$ cat src/rtl/ff_pkg.sv
// rtl/ff_pkg.sv - shared mode encodings for the universal flip-flop bank
package ff_pkg;

  localparam int MODE_W = 2;

  localparam logic [MODE_W-1:0] MODE_JK = 2'b00;
  localparam logic [MODE_W-1:0] MODE_D  = 2'b01;
  localparam logic [MODE_W-1:0] MODE_T  = 2'b10;
  localparam logic [MODE_W-1:0] MODE_SR = 2'b11;

endpackage

$ cat src/rtl/univ_ff_next.sv
// rtl/univ_ff_next.sv - single-bit next-state and SR-conflict logic
import ff_pkg::*;

module univ_ff_next (
  input  logic [MODE_W-1:0] mode,
  input  logic              j,
  input  logic              k,
  input  logic              q,
  output logic              q_next,
  output logic              conflict
);

  always_comb begin
    q_next   = q;
    conflict = 1'b0;
    case (mode)
      MODE_JK: begin
        case ({j, k})
          2'b01:   q_next = 1'b0;
          2'b10:   q_next = 1'b1;
          2'b11:   q_next = ~q;
          default: q_next = q;
        endcase
      end
      MODE_D:  q_next = j;
      MODE_T:  q_next = q ^ j;
      MODE_SR: begin
        // S=R=1 is illegal: hold the bit and report it instead of picking a winner
        case ({j, k})
          2'b01:   q_next = 1'b0;
          2'b10:   q_next = 1'b1;
          2'b11:   conflict = 1'b1;
          default: q_next = q;
        endcase
      end
      default: q_next = q;
    endcase
  end

endmodule

$ cat src/rtl/univ_ff_bank.sv
// rtl/univ_ff_bank.sv - WIDTH-bit JK/D/T/SR flip-flop bank with conflict flags and change counter
import ff_pkg::*;

module univ_ff_bank #(
  parameter int                WIDTH     = 4,
  parameter logic [WIDTH-1:0]  RESET_VAL = '0,
  parameter int                CNT_W     = 8
) (
  input  logic              clk,
  input  logic              rst,
  input  logic              en,
  input  logic [MODE_W-1:0] mode,
  input  logic [WIDTH-1:0]  J,
  input  logic [WIDTH-1:0]  K,
  input  logic              clr_err,
  output logic [WIDTH-1:0]  Q,
  output logic [WIDTH-1:0]  Qn,
  output logic              sr_err,
  output logic [WIDTH-1:0]  err_mask,
  output logic [CNT_W-1:0]  chg_cnt
);

  localparam logic [CNT_W-1:0] CNT_MAX = '1;

  logic [WIDTH-1:0] r_q;
  logic             r_sr_err;
  logic [WIDTH-1:0] r_err_mask;
  logic [CNT_W-1:0] r_chg_cnt;

  logic [WIDTH-1:0] w_q_next;
  logic [WIDTH-1:0] w_conflict;
  logic             w_changed;

  for (genvar i = 0; i < WIDTH; i++) begin : g_bit
    univ_ff_next u_next (
      .mode     (mode),
      .j        (J[i]),
      .k        (K[i]),
      .q        (r_q[i]),
      .q_next   (w_q_next[i]),
      .conflict (w_conflict[i])
    );
  end

  assign w_changed = (w_q_next != r_q);

  always_ff @(posedge clk) begin
    if (rst) begin
      r_q        <= RESET_VAL;
      r_sr_err   <= 1'b0;
      r_err_mask <= '0;
      r_chg_cnt  <= '0;
    end else if (en) begin
      r_q <= w_q_next;
      // a conflict on the clearing edge survives the clear
      if (clr_err) begin
        r_err_mask <= w_conflict;
        r_sr_err   <= |w_conflict;
      end else begin
        r_err_mask <= r_err_mask | w_conflict;
        r_sr_err   <= r_sr_err | (|w_conflict);
      end
      if (w_changed && (r_chg_cnt != CNT_MAX)) begin
        r_chg_cnt <= r_chg_cnt + 1'b1;
      end
    end
  end

  assign Q        = r_q;
  assign Qn       = ~r_q;
  assign sr_err   = r_sr_err;
  assign err_mask = r_err_mask;
  assign chg_cnt  = r_chg_cnt;

endmodule

$ cat config.mk
export PLATFORM = sky130hd
export DESIGN_NAME = univ_ff_bank
export DESIGN_NICKNAME = d
export VERILOG_FILES = /design/src/rtl/ff_pkg.sv /design/src/rtl/univ_ff_next.sv /design/src/rtl/univ_ff_bank.sv
export SDC_FILE = /design/constraint.sdc
export NUM_CORES = 1
export LEC_CHECK = 0
export ABC_AREA = 1
export BUFFER_PORTS_ARGS = -buffer_cell sky130_fd_sc_hd__buf_2
export CORE_MARGIN = 3
export CORE_UTILIZATION = 50
export DETAILED_ROUTE_END_ITERATION = 10
export GPL_TIMING_DRIVEN = 0
export PLACE_DENSITY = 0.76
export SLEW_MARGIN = 20
export SYNTH_ARGS = -nofsm -noshare
export SYNTH_HDL_FRONTEND = slang
export SYNTH_SLANG_ARGS = --single-unit
export TNS_END_PERCENT = 100
$ cat constraint.sdc
create_clock -name clk -period 3.75 [get_ports clk]
set_clock_uncertainty 0.15 [all_clocks]
set_input_delay 0.75 -clock clk [delete_from_list [all_inputs] [get_ports clk]]
set_output_delay 0.75 -clock clk [all_outputs]
set_load 0.005 [all_outputs]
Yosys cells after proc, flatten, opt, wreduce, memory -nomap -nowiden --
Cells that the tools add are included.
Storage, ports and cells: input bits 14, output and inout port bits 21, register bits 17, word-level logic and storage cells 59
Cells by class: equal/unequal tests 17, muxes and demuxes 22, reductions and logical operators 4, add/sub/neg operators 1, bitwise logic cells 11
Operator list (count):
- $eq A2 B2 Y1 const B | 10
- $pmux W1 S4 | 4
- $pmux W1 S3 | 4
- $eq A2 B1 Y1 const B | 5
- $mux W1 | 9
- $add A8 B1 Y8 const B | 1
- $ne A8 B8 Y1 const B | 1
- $pmux W1 S2 | 4
- $mux W4 | 1
- $ne A4 B4 Y1 | 1
- $not A1 Y1 | 4
- $not A4 Y4 | 1
- $or A4 B4 Y4 | 1
- $reduce_or A4 Y1 | 1
- $xor A1 B1 Y1 | 4
- $logic_not A2 Y1 | 1
- $reduce_and A2 Y1 | 1
- $logic_and A1 B1 Y1 | 1
- $or A1 B1 Y1 | 1

Longest topological paths before layout --
Gate-level depths: netlist of run 1.
depth in word-level cells 6, gate-level depth with buffers 17, mapped depth without buffers 16

Hierarchy --
From an unflattened synthesis of run 1, not the netlist that was laid out.
Second synthesis, totals: cell total of the unflattened synthesis 240, area total of the unflattened synthesis 1425.1 um2
Modules (own cells, without submodules):
- univ_ff_bank | sequential area each 340.3 um2, times used 1, cells an instance 144, area an instance 959.7 um2
- univ_ff_next | sequential area each 0.0 um2, times used 4, cells an instance 24, area an instance 116.4 um2

Worst setup path before layout of run 1 --
No wires, ideal clock.
path kind input port to flip-flop, from in K[2], to reg r_chg_cnt[3] (netlist: chg_cnt[3]), data required time 3.490 ns, stages 16, arrival 1.968 ns, slack 1.522 ns, setup time 0.110 ns, cell sequence inv_1 > ha_1 > inv_1 > nand2_1 > nand3_1 > nand3_1 > nand2_1 > nand2_1 > nand2_2 > nor2_4 > nand2_4 > buf_8 > nand3_2 > nand2_1 > inv_1 > nor2_2
On the way: word-level cells in the longest chain between the ends 6, elaborated cells on any way between the ends 9
Ends and longest elaborated chain:
- start: declaration | RTL line univ_ff_bank.sv:14 | input logic [WIDTH-1:0] K,
- $eq A2 B2 Y1 (tied with other cells) | RTL line univ_ff_next.sv:18 | case ({j, k})
- $pmux W1 S3 or $pmux W1 S2 (tied branches) | RTL line univ_ff_next.sv:18, univ_ff_next.sv:29
- $pmux W1 S4 * | RTL line univ_ff_next.sv:16 | case (mode)
- $ne A4 B4 Y1 * | RTL line univ_ff_bank.sv:45 | assign w_changed = (w_q_next != r_q);
- $logic_and A1 B1 Y1 * | RTL line univ_ff_bank.sv:63 | if (w_changed && (r_chg_cnt != CNT_MAX)) begin
- $reduce_and A2 Y1 (no source line) *
- end signal: assignment | RTL line univ_ff_bank.sv:64 | r_chg_cnt <= r_chg_cnt + 1'b1;
- end: declaration | RTL line univ_ff_bank.sv:28 | logic [CNT_W-1:0] r_chg_cnt;
Every way passes the cells marked *; elsewhere a longest branch is shown, timed or not. A chain may end at the register's enable or synchronous reset.

Final worst setup path of run 1 --
from in J[2], to reg r_chg_cnt[3] (netlist: chg_cnt[3])
On the way: word-level cells in the longest chain between the ends 6, elaborated cells on any way between the ends 10
Ends and longest elaborated chain:
- start: declaration | RTL line univ_ff_bank.sv:13 | input logic [WIDTH-1:0] J,
- $eq A2 B2 Y1 (tied with other cells) | RTL line univ_ff_next.sv:18
- $pmux W1 S3 or $pmux W1 S2 (tied branches) | RTL line univ_ff_next.sv:18, univ_ff_next.sv:29
- $pmux W1 S4 * | RTL line univ_ff_next.sv:16
- $ne A4 B4 Y1 * | RTL line univ_ff_bank.sv:45
- $logic_and A1 B1 Y1 * | RTL line univ_ff_bank.sv:63
- $reduce_and A2 Y1 (no source line) *
Marked as above.

==> metrics.md, run 1 <==
| Metric | Value |
|---|---|
| Synthesis-to-finish area growth | `17.1%` |
| Die area | `3420 um2` |
| Antenna cells | `0` |
| Final setup viols | `0` |
| Max-cap viol count | `0` |
| Synth top area cells | `dfxtp_1 25%, nand2_1 17%, inv_1 13%, nand3_1 8.4%, ha_1 8.2%` |
| Outcome | `finished, final reports clean` |
| DP Worst Slack | `1.29 ns` |
| Ys Warns | `0` |
| Worst hold slack | `0.319 ns` |
| Clock power share | `23.9%` |
| CTS root buf | `clkbuf_4` |
| Post-DP HPWL | `2.28 mm` |
| Startpoint types | `input port` |
| Reg2Reg Launch Point | `Q[2]` |
| Fillers | `268` |
| Layout cells sized above 1 | `22.8%` |
| Share of the synthesized area in the top cell type | `24.7%` |
| Adder-Cell Fraction of Synth Area | `8.17%` |
| Sequential area share after synthesis | `24.7%` |
| Final hold violation count | `0` |
| Die width | `58.5 um` |
| Final worst-path cycle share | `57.2%` |
| CTS max path bufs | `2` |
| Die height | `58.5 um` |
| WP buf/inv | `4` |
| Hold path cells | `2` |
| Number of flops mapped to enable cells by yosys | `0` |
| Slew HR | `70.7%` |
| Unrepaired setup endpoints after global routing | `false` |
| Synth Net Count | `248` |
| # IOs | `35` |
| Max-slew violations | `0` |
| Starting density of the core | `54.1%` |
| GRT Total Usage | `18.0%` |
| CTS Buf Count | `3` |
| Top cells by count, synth | `62 x nand2_1, 46 x inv_1, 23 x nand3_1` |
| Final net count | `287` |
| NetSw | `0.000140 W` |
| Via Count | `1,425` |
| Antenna-violating nets left | `0` |
| Worst-path clk slew | `0.10 ns` |
| Cell area after synthesis | `1380 um2` |
| Vias in the first global route | `1,183` |
| Synth Flop Type | `dfxtp_1` |
| Yosys cell types | `23` |
| Worst Path Required | `3.81 ns` |
| Nature of the critical path endpoint | `flop` |
| Final WS setup | `1.61 ns` |
| Mapped Cells | `225` |
| 1st-iter DRT viols | `59` |
| Portion of total power attributed to combinational logic | `29.4%` |
| Crit-path max FO | `10` |
| Non-Filler Instances | `293` |
| Setup TNS | `0 ns` |
| Synth area leader | `dfxtp_1` |
| # hold bufs at CTS | `0` |
| Reg2Reg Setup Slack | `1.96 ns` |
| Pwr dens | `260 nW/um2` |
| CP Class | `in -> reg` |
| Clock Latency Late Sink | `0.30 ns` |
| Worst min-delay path class | `reg -> reg` |
| Avg WL per Cell | `9.86 um` |
| TritonCTS clock tree | `yes` |
| Max VDD drop | `0.275 mV` |
| Path depth of the worst reg2reg path | `14` |
| Sequential Power Share | `46.7%` |
| # DRC | `0` |
| Final min period | `2.14 ns` |
| Maximum clock rate | `467 MHz` |
| Initial antenna violation count | `0` |
| Slowest CP cell | `ha_1` |
| Routed WL | `2.89 mm` |
| Mux contribution to synthesized area | `0%` |
| Post-Place Cells | `289` |
| Register bit total from synthesis | `17` |
| Final core utilization | `63.4%` |
| Post-synthesis compound-gate area fraction | `8.27%` |
| Int Power | `0.000279 W` |
| Post-synthesis xor/xnor area fraction | `0%` |
| Largest family of logic cells by synthesized area | `simple AND/OR/NAND/NOR gates` |
| Core area | `2540 um2` |
| Top cell by count, worst path | `nand2_1` |
| Cell family with most CP delay | `simple AND/OR/NAND/NOR gates` |
| Hold Path End | `err_mask[0]` |
| Crit-path cells | `buf_2, ha_1, inv_1, nand2_1, nand3_1, nand3_1, nand2_1, nand2_1, nand2_2, nor2_4, nand2_4, buf_8, nand3_2, nand2_1, inv_1, nor2_2` |
| Leakage | `0.885 nW` |
| Slew @ Worst Pin | `0.440 ns` |
| Gpl congestion | `0.828` |
| Arrival @ worst endpoint | `2.20 ns` |
| Input/output buffers | `34` |
| Simple-Gate Fraction of Synth Area | `40.8%` |
| Net Sw Frac | `33.5%` |
| Ys async rst share | `0%` |
| First-pass iteration count of the detailed router | `5` |
| Largest net degree at the start of global routing | `11` |
| Overflow after GRT | `0` |
| Reg2Reg Capture Point | `chg_cnt[3]` |
| Post-CTS Setup Bufs | `0` |
| Rows | `18` |
| Avg Cell Area, Syn | `6.12 um2` |
| Resize count post-CTS | `0` |
| Avg Vias per Cell | `4.86` |
| Crit-path max cell delay | `0.29 ns` |
| Hold Crit Start | `err_mask[0]` |
| Clk sinks | `17` |
| Most frequent cell after synthesis | `nand2_1` |
| H-tree depth | `1` |
| Global-route wire length before repair | `5.02 mm` |
-- kinds of logic (layout without fill, tap and decap cells) --
logic type | count (synthesis) | after routing
compound gates | 22 | 22
fa+ha+maj | 9 | 9
buf+inv | 58 | 96
flops | 17 | 17
simple gates | 119 | 119
-- worst register-to-register path, stage by stage (launching register included) --
cell and delay (ns):
dfxtp_1 0.41, inv_1 0.12, nand2_1 0.09, nand3_1 0.08, nand3_1 0.11, nand2_1 0.08, nand2_1 0.07, nand2_2 0.06
nor2_4 0.12, nand2_4 0.08, buf_8 0.15, nand3_2 0.05, nand2_1 0.04, inv_1 0.06, nor2_2 0.03
-- sequential cells by signal, summed over array words and instances, names as in the netlist --
signal / cells
chg_cnt: 8
Q: 4
err_mask: 4
sr_err: 1
-- worst max-delay path by stage --
stage	cells past startpoint	to	slack (ns)	start
2_1_floorplan	16	chg_cnt[3]	1.52	K[2]
3_3_place_gp	16	chg_cnt[3]	1.32	J[2]
3_5_place_dp	16	chg_cnt[3]	1.29	J[2]
4_1_cts	16	chg_cnt[3]	1.62	J[2]
5_1_grt	18	chg_cnt[7]	1.41	K[1]
6_report	16	chg_cnt[3]	1.61	J[2]
-- through the flow --
| stage | area [um2] | total power, W |
|---|---|---|
| after global routing | 1610 | 0.000448 |
| after detailed placement | 1590 | 0.000323 |
| after floorplan | 1380 | 0.000286 |
| after global placement | 1590 | 0.000321 |
| after CTS | 1610 | 0.000424 |
| final | 1610 | 0.000419 |
-- layer usage --
metal	track usage, %	wire length (um)
met3	4.82	205
met2	26.5	1200
met4	3.97	21
met5	0	0
met1	26.3	1460
-- area by class of cell --
cell class / instances / area [um2] / share of cell area (%)
multi-input cells: 150 / 788 / 48.9
clock inverters: 1 / 5.00 / 0.310
flip-flops and latches: 17 / 340 / 21.1
clock buffers: 3 / 22.5 / 1.40
plain buffers: 9 / 65.1 / 4.03
inverters: 49 / 184 / 11.4
well taps: 30 / 37.5 / 2.33
repair buffers: 34 / 170 / 10.6
-- power groups by stage --
stage                     clock, W  sequential, W  combinational [W]
after CTS                 0.000105       0.000196           0.000124
after floorplan                  0       0.000199          0.0000868
after detailed placement         0       0.000200           0.000123
final                     0.000100       0.000196           0.000123
after global placement           0       0.000200           0.000121
after global routing      0.000109       0.000197           0.000142
-- cell usage in the layout (no fill, tap or decap), types with 2 or more instances in the layout --
cell / netlist / routed
o21ai_0: 12 / 12
nand3_2: 2 / 2
nand3_1: 23 / 23
clkbuf_1: 2 / 2
nand4_1: 4 / 4
clkbuf_4: 1 / 4
nor2_1: 15 / 15
dfxtp_1: 17 / 17
ha_1: 9 / 9
nand2_1: 62 / 62
nand2_2: 2 / 2
a21oi_1: 9 / 9
buf_2: 1 / 35
buf_4: 4 / 4
nand4_2: 4 / 4
nor3_1: 3 / 3
inv_1: 46 / 46
nor2_2: 2 / 2
inv_2: 3 / 3
Power figures use the tool's default switching activity.
==> run 2: changes to the inputs <==
==> constraint.sdc (replaced) <==
create_clock -name clk -period 2 [get_ports clk]
set_clock_uncertainty 0.15 [all_clocks]
set_input_delay 0.4 -clock clk [delete_from_list [all_inputs] [get_ports clk]]
set_output_delay 0.4 -clock clk [all_outputs]
set_load 0.005 [all_outputs]
==> run 2 against run 1 <==
Compared with the run above: sequential power up 88%; via count unchanged; register-to-register slack lost 1.8 ns; final cell count stayed put; first-iteration DRC count did not move; core utilization is essentially flat; worst hold slack got worse by 0.15 ns; sequential share of layout area grew 0.061 points; non-clock buffer count stayed put; die area stayed put; power grew 88%; sequential cell count unchanged; largest cell class unchanged.
==> metrics.md, run 2 (synthesis results as in run 1) <==
| Metric | Value |
|---|---|
| Die area | `3420 um2 (unchanged)` |
| Gpl congestion | `0.828 (unchanged)` |
| Setup TNS | `0 ns (unchanged)` |
| Initial antenna violation count | `0 (unchanged)` |
| Final min period | `1.79 ns` |
| Final net count | `287 (unchanged)` |
| Antenna-violating nets left | `0 (unchanged)` |
| Vias in the first global route | `1,183 (unchanged)` |
| First-pass iteration count of the detailed router | `5 (unchanged)` |
| CTS Buf Count | `3 (unchanged)` |
| Layout cells sized above 1 | `23.2% (was 22.8%)` |
| Worst hold slack | `0.169 ns (was 0.319 ns)` |
| Reg2Reg Launch Point | `Q[0] (was Q[2])` |
| # DRC | `0 (unchanged)` |
| Worst min-delay path class | `in -> reg (was reg -> reg)` |
| Reg2Reg Capture Point | `chg_cnt[3] (unchanged)` |
| Via Count | `1,425 (unchanged)` |
| Clk sinks | `17 (unchanged)` |
| Outcome | `finished, final reports clean (unchanged)` |
| Reg2Reg Setup Slack | `0.21 ns (was 1.96 ns)` |
| Largest net degree at the start of global routing | `11 (unchanged)` |
| Slowest CP cell | `ha_1 (unchanged)` |
| Final hold violation count | `0 (unchanged)` |
| Final Instance Area | `1610 um2 (about the same)` |
| Slew @ Worst Pin | `0.440 ns (unchanged)` |
| Hold Path End | `err_mask[2] (was err_mask[0])` |
| Max-slew violations | `0 (unchanged)` |
| Input/output buffers | `34 (unchanged)` |
| Arrival @ worst endpoint | `1.85 ns (was 2.20 ns)` |
| Max VDD drop | `0.516 mV (was 0.275 mV)` |
| Die width | `58.5 um (unchanged)` |
| Overflow after GRT | `0 (unchanged)` |
| Starting density of the core | `54.1% (unchanged)` |
| Clock Latency Late Sink | `0.30 ns (about the same)` |
| Avg WL per Cell | `9.86 um (unchanged)` |
| CTS root buf | `clkbuf_4 (unchanged)` |
| Max FFs per register | `8 (unchanged)` |
| # hold bufs at CTS | `0 (unchanged)` |
| Avg Vias per Cell | `4.86 (unchanged)` |
| Post-DP HPWL | `2.28 mm (unchanged)` |
| CTS max path bufs | `2 (unchanged)` |
| CP Class | `in -> reg (unchanged)` |
| DP Area | `1590 um2 (unchanged)` |
| Worst Path Required | `2.06 ns (was 3.81 ns)` |
| Die height | `58.5 um (unchanged)` |
| Maximum clock rate | `558 MHz` |
| Cell family with most CP delay | `simple AND/OR/NAND/NOR gates (unchanged)` |
| Routed WL | `2.89 mm (unchanged)` |
| Top cell by count, worst path | `nand2_1 (unchanged)` |
| Synthesis-to-finish area growth | `17.2% (was 17.1%)` |
| Startpoint types | `input port (unchanged)` |
| Crit-path cells | `buf_2, ha_1, inv_1, nand2_1, nand3_1, nand3_1, nand2_1, nand2_1, nand2_2, nor2_4, nand2_4, buf_8, nand3_2, nand2_1, inv_1, nor2_2 (unchanged)` |
| Rows | `18 (unchanged)` |
| Final core utilization | `63.4% (about the same)` |
| Final setup viols | `0 (unchanged)` |
| Core area | `2540 um2 (unchanged)` |
| Most frequent cells in the layout | `62 x nand2_1, 46 x inv_1, 35 x buf_2 (unchanged)` |
| Path depth of the worst reg2reg path | `14 (unchanged)` |
| Worst-path clk slew | `0.10 ns (about the same)` |
| Max-cap viol count | `0 (unchanged)` |
| Hold path cells | `2 (unchanged)` |
| Unrepaired setup endpoints after global routing | `false (unchanged)` |
| Crit-path max FO | `10 (unchanged)` |
| H-tree depth | `1 (unchanged)` |
| GRT Total Usage | `18.0% (unchanged)` |
| Hold Crit Start | `rst (was err_mask[0])` |
| Commonest non-fill, non-tap cell in the layout | `nand2_1 (unchanged)` |
| 1st-iter DRT viols | `59 (unchanged)` |
| Global-route wire length before repair | `5.02 mm (unchanged)` |
| Nature of the critical path endpoint | `flop (unchanged)` |
| Crit-path max cell delay | `0.29 ns (about the same)` |
| Antenna cells | `0 (unchanged)` |
| Final worst-path cycle share | `89.6%` |
| TritonCTS clock tree | `yes (unchanged)` |
| Slew HR | `70.7% (unchanged)` |
| WP buf/inv | `4 (unchanged)` |
| Leakage | `0.885 nW (about the same)` |
| # IOs | `35 (unchanged)` |
| Pwr dens | `487 nW/um2 (was 260 nW/um2)` |
run 2: what timing repair did:
action / in CTS / in global routing
endpoints found under the setup margin: 0 / 2
hold endpoints to repair: 0 / 0
gates resized for setup: 0 / 1
setup buffers: 0 / 0
run 2: where the power goes:
group / internal [W] / leakage (nW) / total, W / switching (W)
clock: 0.0000746 / 0.0177 / 0.000188 / 0.000113
sequential: 0.000353 / 0.139 / 0.000368 / 0.0000145
combinational: 0.0000958 / 0.729 / 0.000231 / 0.000136
total: 0.000524 / 0.885 / 0.000787 / 0.000263
run 2: per-stage QoR:
stage / std cells / total power (W) / worst slack [ns]
detailed placement: 289 / 0.000606 / -0.112
global route: 293 / 0.000840 / 0.00973
finish: 293 / 0.000787 / 0.208
floorplan: 225 / 0.000535 / 0.122
global placement: 289 / 0.000602 / -0.0835
CTS: 293 / 0.000796 / 0.218
run 2: layout make-up:
type | instances | area (um2)
Sequential cell | 17 | 342
Clock buffer | 3 | 22.5
Fill cell | 267 | 931
Multi-Input combinational cell | 150 | 788
Clock inverter | 1 | 5.00
Tap cell | 30 | 37.5
Timing Repair Buffer | 34 | 170
Inverter | 49 | 184
Buffer | 9 | 65.1
run 2: routing by layer:
metal  up-vias  wire length [um]  global-route usage (%)
met5         -                 0                       0
met4         0                21                    3.97
met3         4               205                    4.82
met2        41              1200                    26.5
met1       603              1460                    26.3
li1        777                 -                       -
run 2: worst max path at each step:
| stage | start | to | slack, ns | depth (start not counted) |
|---|---|---|---|---|
| floorplan | K[2] | chg_cnt[3] | 0.12 | 16 |
| global placement | J[2] | chg_cnt[3] | -0.08 | 16 |
| detailed placement | J[2] | chg_cnt[3] | -0.11 | 16 |
| CTS | J[2] | chg_cnt[3] | 0.22 | 16 |
| global route | Q[1] | chg_cnt[3] | 0.01 | 14 |
| finish | J[2] | chg_cnt[3] | 0.21 | 16 |
run 2: worst reg2reg max path: stages, from the launching register on:
cell and delay [ns]:
dfxtp_1 0.43, inv_1 0.12, o21ai_0 0.19, nand2_1 0.09
nand2_1 0.09, nand2_1 0.05, nand2_1 0.05, nand2_1 0.06
inv_2 0.06, nand2_4 0.07, buf_8 0.15, nand3_2 0.05
nand2_1 0.04, inv_1 0.06, nor2_2 0.03
